## src/rtl/issue_ctrl_if.sv

```systemverilog
// Decode-side bundle for issue_ctrl: instruction sources/destination,
// writeback retire port, drain request and the issue-gating outputs.
// The master drives the instruction stream; the slave is issue_ctrl.
interface issue_ctrl_if;
  logic        issue_valid;
  logic        fmode1;
  logic        fmode2;
  logic [4:0]  reg1;
  logic [4:0]  reg2;
  logic        dst_wr;
  logic        dst_f;
  logic [4:0]  dst_no;
  logic        wb_valid;
  logic        wb_f;
  logic [4:0]  wb_no;
  logic        drain_req;
  logic        dec_enable;
  logic        stall;
  logic        drained;
  logic [3:0]  outst;
  logic [31:0] stall_cnt;

  modport master (
    output issue_valid, fmode1, fmode2, reg1, reg2, dst_wr, dst_f, dst_no,
           wb_valid, wb_f, wb_no, drain_req,
    input  dec_enable, stall, drained, outst, stall_cnt
  );

  modport slave (
    input  issue_valid, fmode1, fmode2, reg1, reg2, dst_wr, dst_f, dst_no,
           wb_valid, wb_f, wb_no, drain_req,
    output dec_enable, stall, drained, outst, stall_cnt
  );
endinterface

```

## src/rtl/issue_ctrl.sv

```systemverilog
// Issue controller: scoreboard of in-flight integer/float destination
// registers gating the decode enable, plus a RUN/DRAIN/DONE drain FSM.
// Optional feature: define ISSUE_CTRL_BYPASS_EN to let a writeback mask the
// hazard on the register it retires in the same cycle (sources and WAW).
module issue_ctrl #(
  parameter int unsigned MAX_OUTST = 8
) (
  input  logic       clk,
  input  logic       rstn,
  issue_ctrl_if.slave bus
);

  typedef enum logic [1:0] {
    ST_RUN   = 2'd0,
    ST_DRAIN = 2'd1,
    ST_DONE  = 2'd2
  } state_t;

  localparam logic [3:0] MAX_CNT = 4'(MAX_OUTST);

  state_t      state_q, state_d;
  logic [31:0] busy_i, busy_f;
  logic [3:0]  outst_q;
  logic [31:0] stall_cnt_q;

  logic [31:0] wb_mask_i, wb_mask_f;
  logic [31:0] byp_i, byp_f;
  logic [31:0] haz_i, haz_f;
  logic [31:0] acc_mask_i, acc_mask_f;
  logic        wb_hit, accept;
  logic        src_haz, waw_haz, full, hazard;
  logic        dec_enable_w, stall_w, drained_w;

  // Decode the retiring write; only a busy register with outst>0 retires.
  always_comb begin
    // NOTE: every signal gets a default first so no path leaves it unassigned (no latch).
    wb_mask_i = '0;
    wb_mask_f = '0;
    if (bus.wb_valid && (outst_q != 4'd0)) begin
      if (bus.wb_f) wb_mask_f = busy_f & (32'd1 << bus.wb_no);
      else          wb_mask_i = busy_i & (32'd1 << bus.wb_no);
    end
  end

  assign wb_hit = |{wb_mask_i, wb_mask_f};

`ifdef ISSUE_CTRL_BYPASS_EN
  assign byp_i = wb_mask_i;
  assign byp_f = wb_mask_f;
`else
  assign byp_i = '0;
  assign byp_f = '0;
`endif

  // Busy bits as seen by hazard detection (after optional same-cycle bypass).
  assign haz_i = busy_i & ~byp_i;
  assign haz_f = busy_f & ~byp_f;

  assign src_haz = (bus.fmode1 ? haz_f[bus.reg1] : haz_i[bus.reg1]) |
                   (bus.fmode2 ? haz_f[bus.reg2] : haz_i[bus.reg2]);
  assign waw_haz = bus.dst_wr & (bus.dst_f ? haz_f[bus.dst_no] : haz_i[bus.dst_no]);
  assign full    = bus.dst_wr & (outst_q == MAX_CNT);
  assign hazard  = src_haz | waw_haz | full;

  // Integer r0 is hardwired, so a write to it is neither tracked nor counted.
  assign accept     = dec_enable_w & bus.dst_wr & (bus.dst_f | (bus.dst_no != 5'd0));
  assign acc_mask_i = (accept && !bus.dst_f) ? (32'd1 << bus.dst_no) : '0;
  assign acc_mask_f = (accept &&  bus.dst_f) ? (32'd1 << bus.dst_no) : '0;

  // Scoreboard and outstanding count: retire first, then set the new owner.
  always_ff @(posedge clk or negedge rstn) begin
    if (!rstn) begin
      // NOTE: the busy vectors are control state, not a RAM; they must reset or stale bits would block issue forever.
      busy_i  <= '0;
      busy_f  <= '0;
      outst_q <= '0;
    end else begin
      // NOTE: non-blocking assignments so every register samples pre-edge values.
      busy_i <= (busy_i & ~wb_mask_i) | acc_mask_i;
      busy_f <= (busy_f & ~wb_mask_f) | acc_mask_f;
      if (accept && !wb_hit)      outst_q <= outst_q + 4'd1;
      else if (!accept && wb_hit) outst_q <= outst_q - 4'd1;
    end
  end

  // Free-running count of stalled cycles, wraps naturally at 2^32.
  always_ff @(posedge clk or negedge rstn) begin
    if (!rstn) stall_cnt_q <= '0;
    else       stall_cnt_q <= stall_cnt_q + {31'd0, stall_w};
  end

  // Drain FSM state register.
  always_ff @(posedge clk or negedge rstn) begin
    if (!rstn) state_q <= ST_RUN;
    else       state_q <= state_d;
  end

  // Drain FSM next state; dropping the request always returns to RUN.
  always_comb begin
    state_d = state_q;
    case (state_q)
      ST_RUN:   if (bus.drain_req) state_d = ST_DRAIN;
      ST_DRAIN: if (!bus.drain_req)          state_d = ST_RUN;
                else if (outst_q == 4'd0)    state_d = ST_DONE;
      ST_DONE:  if (!bus.drain_req) state_d = ST_RUN;
      default:  state_d = ST_RUN;
    endcase
  end

  // Issue outputs: zero-latency from state and inputs, forced low in reset.
  always_comb begin
    dec_enable_w = 1'b0;
    stall_w      = 1'b0;
    drained_w    = 1'b0;
    if (rstn) begin
      case (state_q)
        ST_RUN: begin
          dec_enable_w = bus.issue_valid & ~hazard;
          stall_w      = bus.issue_valid & hazard;
        end
        ST_DRAIN: begin
          stall_w   = bus.issue_valid;
          drained_w = (outst_q == 4'd0);
        end
        ST_DONE: begin
          stall_w   = bus.issue_valid;
          drained_w = 1'b1;
        end
        default: ;
      endcase
    end
  end

  assign bus.dec_enable = dec_enable_w;
  assign bus.stall      = stall_w;
  assign bus.drained    = drained_w;
  assign bus.outst      = outst_q;
  assign bus.stall_cnt  = stall_cnt_q;

endmodule

```

## src/flat_wrapper.sv

```systemverilog
// flat-port wrapper written by rule: the top's interface ports become plain ports
module issue_ctrl_flat 
#(
  parameter int unsigned MAX_OUTST = 8
)
  (clk, rstn, bus_issue_valid, bus_fmode1, bus_fmode2, bus_reg1, bus_reg2, bus_dst_wr, bus_dst_f, bus_dst_no, bus_wb_valid, bus_wb_f, bus_wb_no, bus_drain_req, bus_dec_enable, bus_stall, bus_drained, bus_outst, bus_stall_cnt);
  issue_ctrl_if bus_i ();
  input  logic clk;
  input  logic rstn;
  input wire logic [$bits(bus_i.issue_valid)-1:0] bus_issue_valid;
  input wire logic [$bits(bus_i.fmode1)-1:0] bus_fmode1;
  input wire logic [$bits(bus_i.fmode2)-1:0] bus_fmode2;
  input wire logic [$bits(bus_i.reg1)-1:0] bus_reg1;
  input wire logic [$bits(bus_i.reg2)-1:0] bus_reg2;
  input wire logic [$bits(bus_i.dst_wr)-1:0] bus_dst_wr;
  input wire logic [$bits(bus_i.dst_f)-1:0] bus_dst_f;
  input wire logic [$bits(bus_i.dst_no)-1:0] bus_dst_no;
  input wire logic [$bits(bus_i.wb_valid)-1:0] bus_wb_valid;
  input wire logic [$bits(bus_i.wb_f)-1:0] bus_wb_f;
  input wire logic [$bits(bus_i.wb_no)-1:0] bus_wb_no;
  input wire logic [$bits(bus_i.drain_req)-1:0] bus_drain_req;
  output wire logic [$bits(bus_i.dec_enable)-1:0] bus_dec_enable;
  output wire logic [$bits(bus_i.stall)-1:0] bus_stall;
  output wire logic [$bits(bus_i.drained)-1:0] bus_drained;
  output wire logic [$bits(bus_i.outst)-1:0] bus_outst;
  output wire logic [$bits(bus_i.stall_cnt)-1:0] bus_stall_cnt;
  assign bus_i.issue_valid = bus_issue_valid;
  assign bus_i.fmode1 = bus_fmode1;
  assign bus_i.fmode2 = bus_fmode2;
  assign bus_i.reg1 = bus_reg1;
  assign bus_i.reg2 = bus_reg2;
  assign bus_i.dst_wr = bus_dst_wr;
  assign bus_i.dst_f = bus_dst_f;
  assign bus_i.dst_no = bus_dst_no;
  assign bus_i.wb_valid = bus_wb_valid;
  assign bus_i.wb_f = bus_wb_f;
  assign bus_i.wb_no = bus_wb_no;
  assign bus_i.drain_req = bus_drain_req;
  assign bus_dec_enable = bus_i.dec_enable;
  assign bus_stall = bus_i.stall;
  assign bus_drained = bus_i.drained;
  assign bus_outst = bus_i.outst;
  assign bus_stall_cnt = bus_i.stall_cnt;
  issue_ctrl #(.MAX_OUTST(MAX_OUTST)) u_core (.clk(clk), .rstn(rstn), .bus(bus_i));
endmodule
```

## config.mk

```make
export PLATFORM = sky130hd
export DESIGN_NAME = issue_ctrl_flat
export DESIGN_NICKNAME = d
export VERILOG_FILES = /design/src/rtl/issue_ctrl_if.sv /design/src/rtl/issue_ctrl.sv /design/src/flat_wrapper.sv
export SDC_FILE = /design/constraint.sdc
export NUM_CORES = 1
export LEC_CHECK = 0
export CAP_MARGIN = 20
export CORE_ASPECT_RATIO = 1.75
export CORE_MARGIN = 2
export CORE_UTILIZATION = 45
export DETAILED_ROUTE_END_ITERATION = 10
export PLACE_DENSITY = 0.65
export SYNTH_ARGS = -nofsm -noshare
export SYNTH_HDL_FRONTEND = slang
export SYNTH_SLANG_ARGS = --single-unit
```

## constraint.sdc

```tcl
create_clock -name clk -period 4.09 [get_ports clk]
set_input_delay 0.6135 -clock clk [delete_from_list [all_inputs] [get_ports clk]]
set_output_delay 0.6135 -clock clk [all_outputs]
set_load 0.03 [all_outputs]
```

==> impl_metrics.env, run 1 <==
export IMPL_core_area_um2=16300
export IMPL_ys_types=52
export IMPL_synthTopCellsByArea="dfrtp_1 34%, mux4_2 15%, o21ai_0 7.0%"
export IMPL_cts_setup_buffers=0
export IMPL_p_seq_frac=0.382
export IMPL_grt_total_usage=0.339
export IMPL_h_tree_depth=3
export IMPL_clkLatencyLatePin_ns=0.37
export IMPL_ioPinCount=69
export IMPL_period_needed_ns=4.03
export IMPL_grt_pass1_wl_mm=44.5
export IMPL_grt_max_degree=77
export IMPL_cts_tree="yes"
export IMPL_synth_cells=777
export IMPL_yosysSeqAreaShare=0.343
export IMPL_synth_largest_area_cell="dfrtp_1"
export IMPL_syn_to_final_growth_pct=26.2
export IMPL_utilization=0.576
export IMPL_hold_path_class="input port to async pin"
export IMPL_dr_wl_met2_mm=14.8
export IMPL_synth_enable_flop_cells=0
export IMPL_synth_top_cell_area_share=0.343
export IMPL_drtIter0Drc=853
export IMPL_max_cap_violations=0
export IMPL_startpoint_type="input port"
export IMPL_post_dp_hpwl_mm=22.4
export IMPL_die_area_um2=17600
export IMPL_drive_gt1_frac=0.220
export IMPL_nNetsFinal=943
export IMPL_n_fill_cell=1459
export IMPL_first_pass_iters=8
export IMPL_worst_ir_drop_vdd_mv=0.413
export IMPL_swShare=0.385
export IMPL_grt_pass1_vias=7609
export IMPL_crit_fanout=9
export IMPL_relSlewSlack=0.340
export IMPL_switching_power_w=0.00126
export IMPL_synth_nets=817
export IMPL_fmaxAchievable_ghz=0.248
export IMPL_rows=62
export IMPL_worstSetupPathType="input port to flip-flop"
export IMPL_maxUsedRoutingLayer="met4"
export IMPL_cp_data_arrival_time_ns=4.27
export IMPL_wl_mm=29.2
export IMPL_diodes=0
export IMPL_ff2ff_setup_slack_ns=0.15
export IMPL_root_buffer="clkbuf_16"
export IMPL_yosysWarnings=0
export IMPL_p_clk_frac=0.275
export IMPL_io_buffers=68
export IMPL_drv_slew=0
export IMPL_synth_area_um2=7440
export IMPL_clk_pin_slew_worst_paths_ns=0.09
export IMPL_p_int_w=0.00201
export IMPL_tightestPinTransition_ns=0.990
export IMPL_fin_setup_tns_ns=0
export IMPL_synth_main_ff_cell="dfrtp_1"
export IMPL_yosysMostFrequentCell="o21ai_0"
export IMPL_routedWlPerCell_um=26.6
export IMPL_clockBufferDepth=2
export IMPL_async_reset_ff_frac=1.00
export IMPL_wl_met1_mm=9.63
export IMPL_gp_congestion=1.07
export IMPL_clock_sinks=102
export IMPL_outcome="complete, no violations"
export IMPL_cts_made_buffers=9
export IMPL_initial_core_util=0.457
export IMPL_via_count=7491
export IMPL_die_width_um=101
export IMPL_crit_required_ns=4.34
export IMPL_fin_area_um2=9390
export IMPL_rsz0062_at_grt="true"
export IMPL_dpl_instance_area_um2=8970
export IMPL_clock_skew_ns=0.0131
export IMPL_wl_met3_mm=2.05
export IMPL_cp_end_kind="flip-flop"
export IMPL_ant_nets=0
export IMPL_power_density_nw_per_um2=348
export IMPL_dieHeight_um=174
export IMPL_synthTopCellsByCount="104 x o21ai_0, 102 x dfrtp_1, 88 x nand3_1"
export IMPL_reg2reg_from="u_core.bus.outst[0]"
export IMPL_synth_seq_cells=102
export IMPL_setup_viol_count_final=0
export IMPL_p_comb_frac=0.343
export IMPL_leakagePower_nw=3.69
export IMPL_r2r_end="u_core.bus.outst[3]"
export IMPL_antenna_found_initial=0
export IMPL_vias_per_cell=6.81
export IMPL_grt_ovfl_total=0
export IMPL_avgSynthCellArea_um2=9.57
export IMPL_drc_errors=0
export IMPL_min_period_over_period=0.984
export IMPL_finalHoldViolations=0
export IMPL_reg2reg_depth=15
how the worst max path moves through the flow:
stage | from | slack, ns | to | cells after the start
4_1_cts | bus_reg1[0] | 0.04 | bus_dec_enable | 10
3_5_place_dp | bus_dst_no[1] | -0.48 | u_core.bus.outst[3] | 16
5_1_grt | bus_dst_no[0] | -0.03 | u_core.bus.outst[3] | 17
3_3_place_gp | bus_dst_no[1] | -0.34 | u_core.bus.outst[3] | 16
2_1_floorplan | bus_reg2[0] | 0.07 | u_core.bus.stall_cnt[26] | 17
6_report | bus_wb_no[0] | 0.06 | u_core.bus.outst[3] | 17
cell families after synthesis:
group / share of synthesized area
AOI/OAI and AO/OA: 0.157
xor gates and xnor gates: 0.0400
adders and majority gates: 0.0178
and+or+nand+nor: 0.200
DFF: 0.343
muxes: 0.193
buffers and inverters: 0.0493
cells in the final DEF, fill, tap and decap left out, types with 3 or more instances in the layout:
cell type,instances
a21oi_1,9
a221oi_1,5
a222oi_1,5
a22oi_1,10
and3_1,4
and4_1,3
and4b_1,4
buf_12,9
buf_4,99
clkbuf_16,10
clkdlybuf4s50_1,63
clkinv_8,3
dfrtp_1,102
ha_1,8
inv_1,13
mux2_2,6
mux2i_1,23
mux4_2,50
nand2_1,49
nand2b_1,8
nand3_1,88
nand4_1,18
nor2_1,35
nor2b_1,9
nor3_1,43
nor4_1,4
nor4b_1,4
nor4bb_1,6
o21ai_0,104
o22ai_1,5
o31ai_1,34
or3_1,4
xnor2_1,24
xor2_1,10
critical path: stages:
cell,delay (ns)
clkdlybuf4s50_1,0.50
buf_4,0.22
nor4bb_1,0.81
a222oi_1,0.17
nand4_1,0.17
o21ai_0,0.12
a21oi_1,0.19
nor4_2,0.09
buf_4,0.14
ha_1,0.18
inv_1,0.08
ha_1,0.23
a21o_1,0.20
a21oi_2,0.17
xnor2_1,0.15
nor2_1,0.08
xor2_1,0.15
registers in the layout, summed over array words and instances, names as in the netlist:
name,cells
u_core.busy_f,32
u_core.bus.stall_cnt,32
u_core.busy_i,32
u_core.bus.outst,4
u_core.state_q,2
routing by layer:
layer | vias up | GRT usage
met5 | - | 0
li1 | 3236 | -
met2 | 459 | 0.580
met1 | 3651 | 0.361
met4 | 0 | 0.256
met3 | 145 | 0.0587
timing repair:
action / 4_1_cts / 5_1_grt
resized for setup: 6 / 10
hold buffers: 0 / 0
setup endpoints to repair: 5 / 8
gates cloned: 0 / 1
pin swaps: 0 / 2
power groups by stage:
| stage | logic, W | clock network (W) | registers [W] |
|---|---|---|---|
| floorplan | 0.000535 | 0 | 0.00130 |
| global placement | 0.00105 | 0 | 0.00124 |
| detailed placement | 0.00107 | 0 | 0.00125 |
| CTS | 0.00108 | 0.000901 | 0.00124 |
| global route | 0.00119 | 0.000945 | 0.00125 |
| finish | 0.00112 | 0.000897 | 0.00125 |
per-stage QoR:
| stage | total power (W) | hold slack [ns] | instances | setup slack (ns) |
|---|---|---|---|---|
| final | 0.00326 | 0.283 | 1100 | 0.0636 |
| after global routing | 0.00338 | 0.304 | 1100 | -0.0265 |
| after CTS | 0.00322 | 0.294 | 1099 | 0.0379 |
| after detailed placement | 0.00233 | 0.485 | 1083 | -0.475 |
| after global placement | 0.00230 | 0.464 | 1083 | -0.340 |
| after floorplan | 0.00183 | 0.318 | 777 | 0.0683 |
final cells by class:
type                       instances  area (um^2)  area share
clock buffer                       9          225      0.0240
timing repair buffer             176         1620       0.173
sequential                       102         2550       0.272
multi-input combinational        600         4600       0.491
inverter                          14         52.6     0.00560
tap                              192          240      0.0256
clock inverter                     7         88.8     0.00946
No activity file was read; power rests on OpenSTA's default activity.
==> run 2: changes to the inputs <==
--- a/config.mk
+++ b/config.mk
@@ -5,7 +5,6 @@
 export SDC_FILE = /design/constraint.sdc
 export NUM_CORES = 1
 export LEC_CHECK = 0
-export CAP_MARGIN = 20
 export CORE_ASPECT_RATIO = 1.75
 export CORE_MARGIN = 2
 export CORE_UTILIZATION = 45
==> results of run 2 <==
Same layout as run 1: the final DEF is identical, and so are final timing and power.
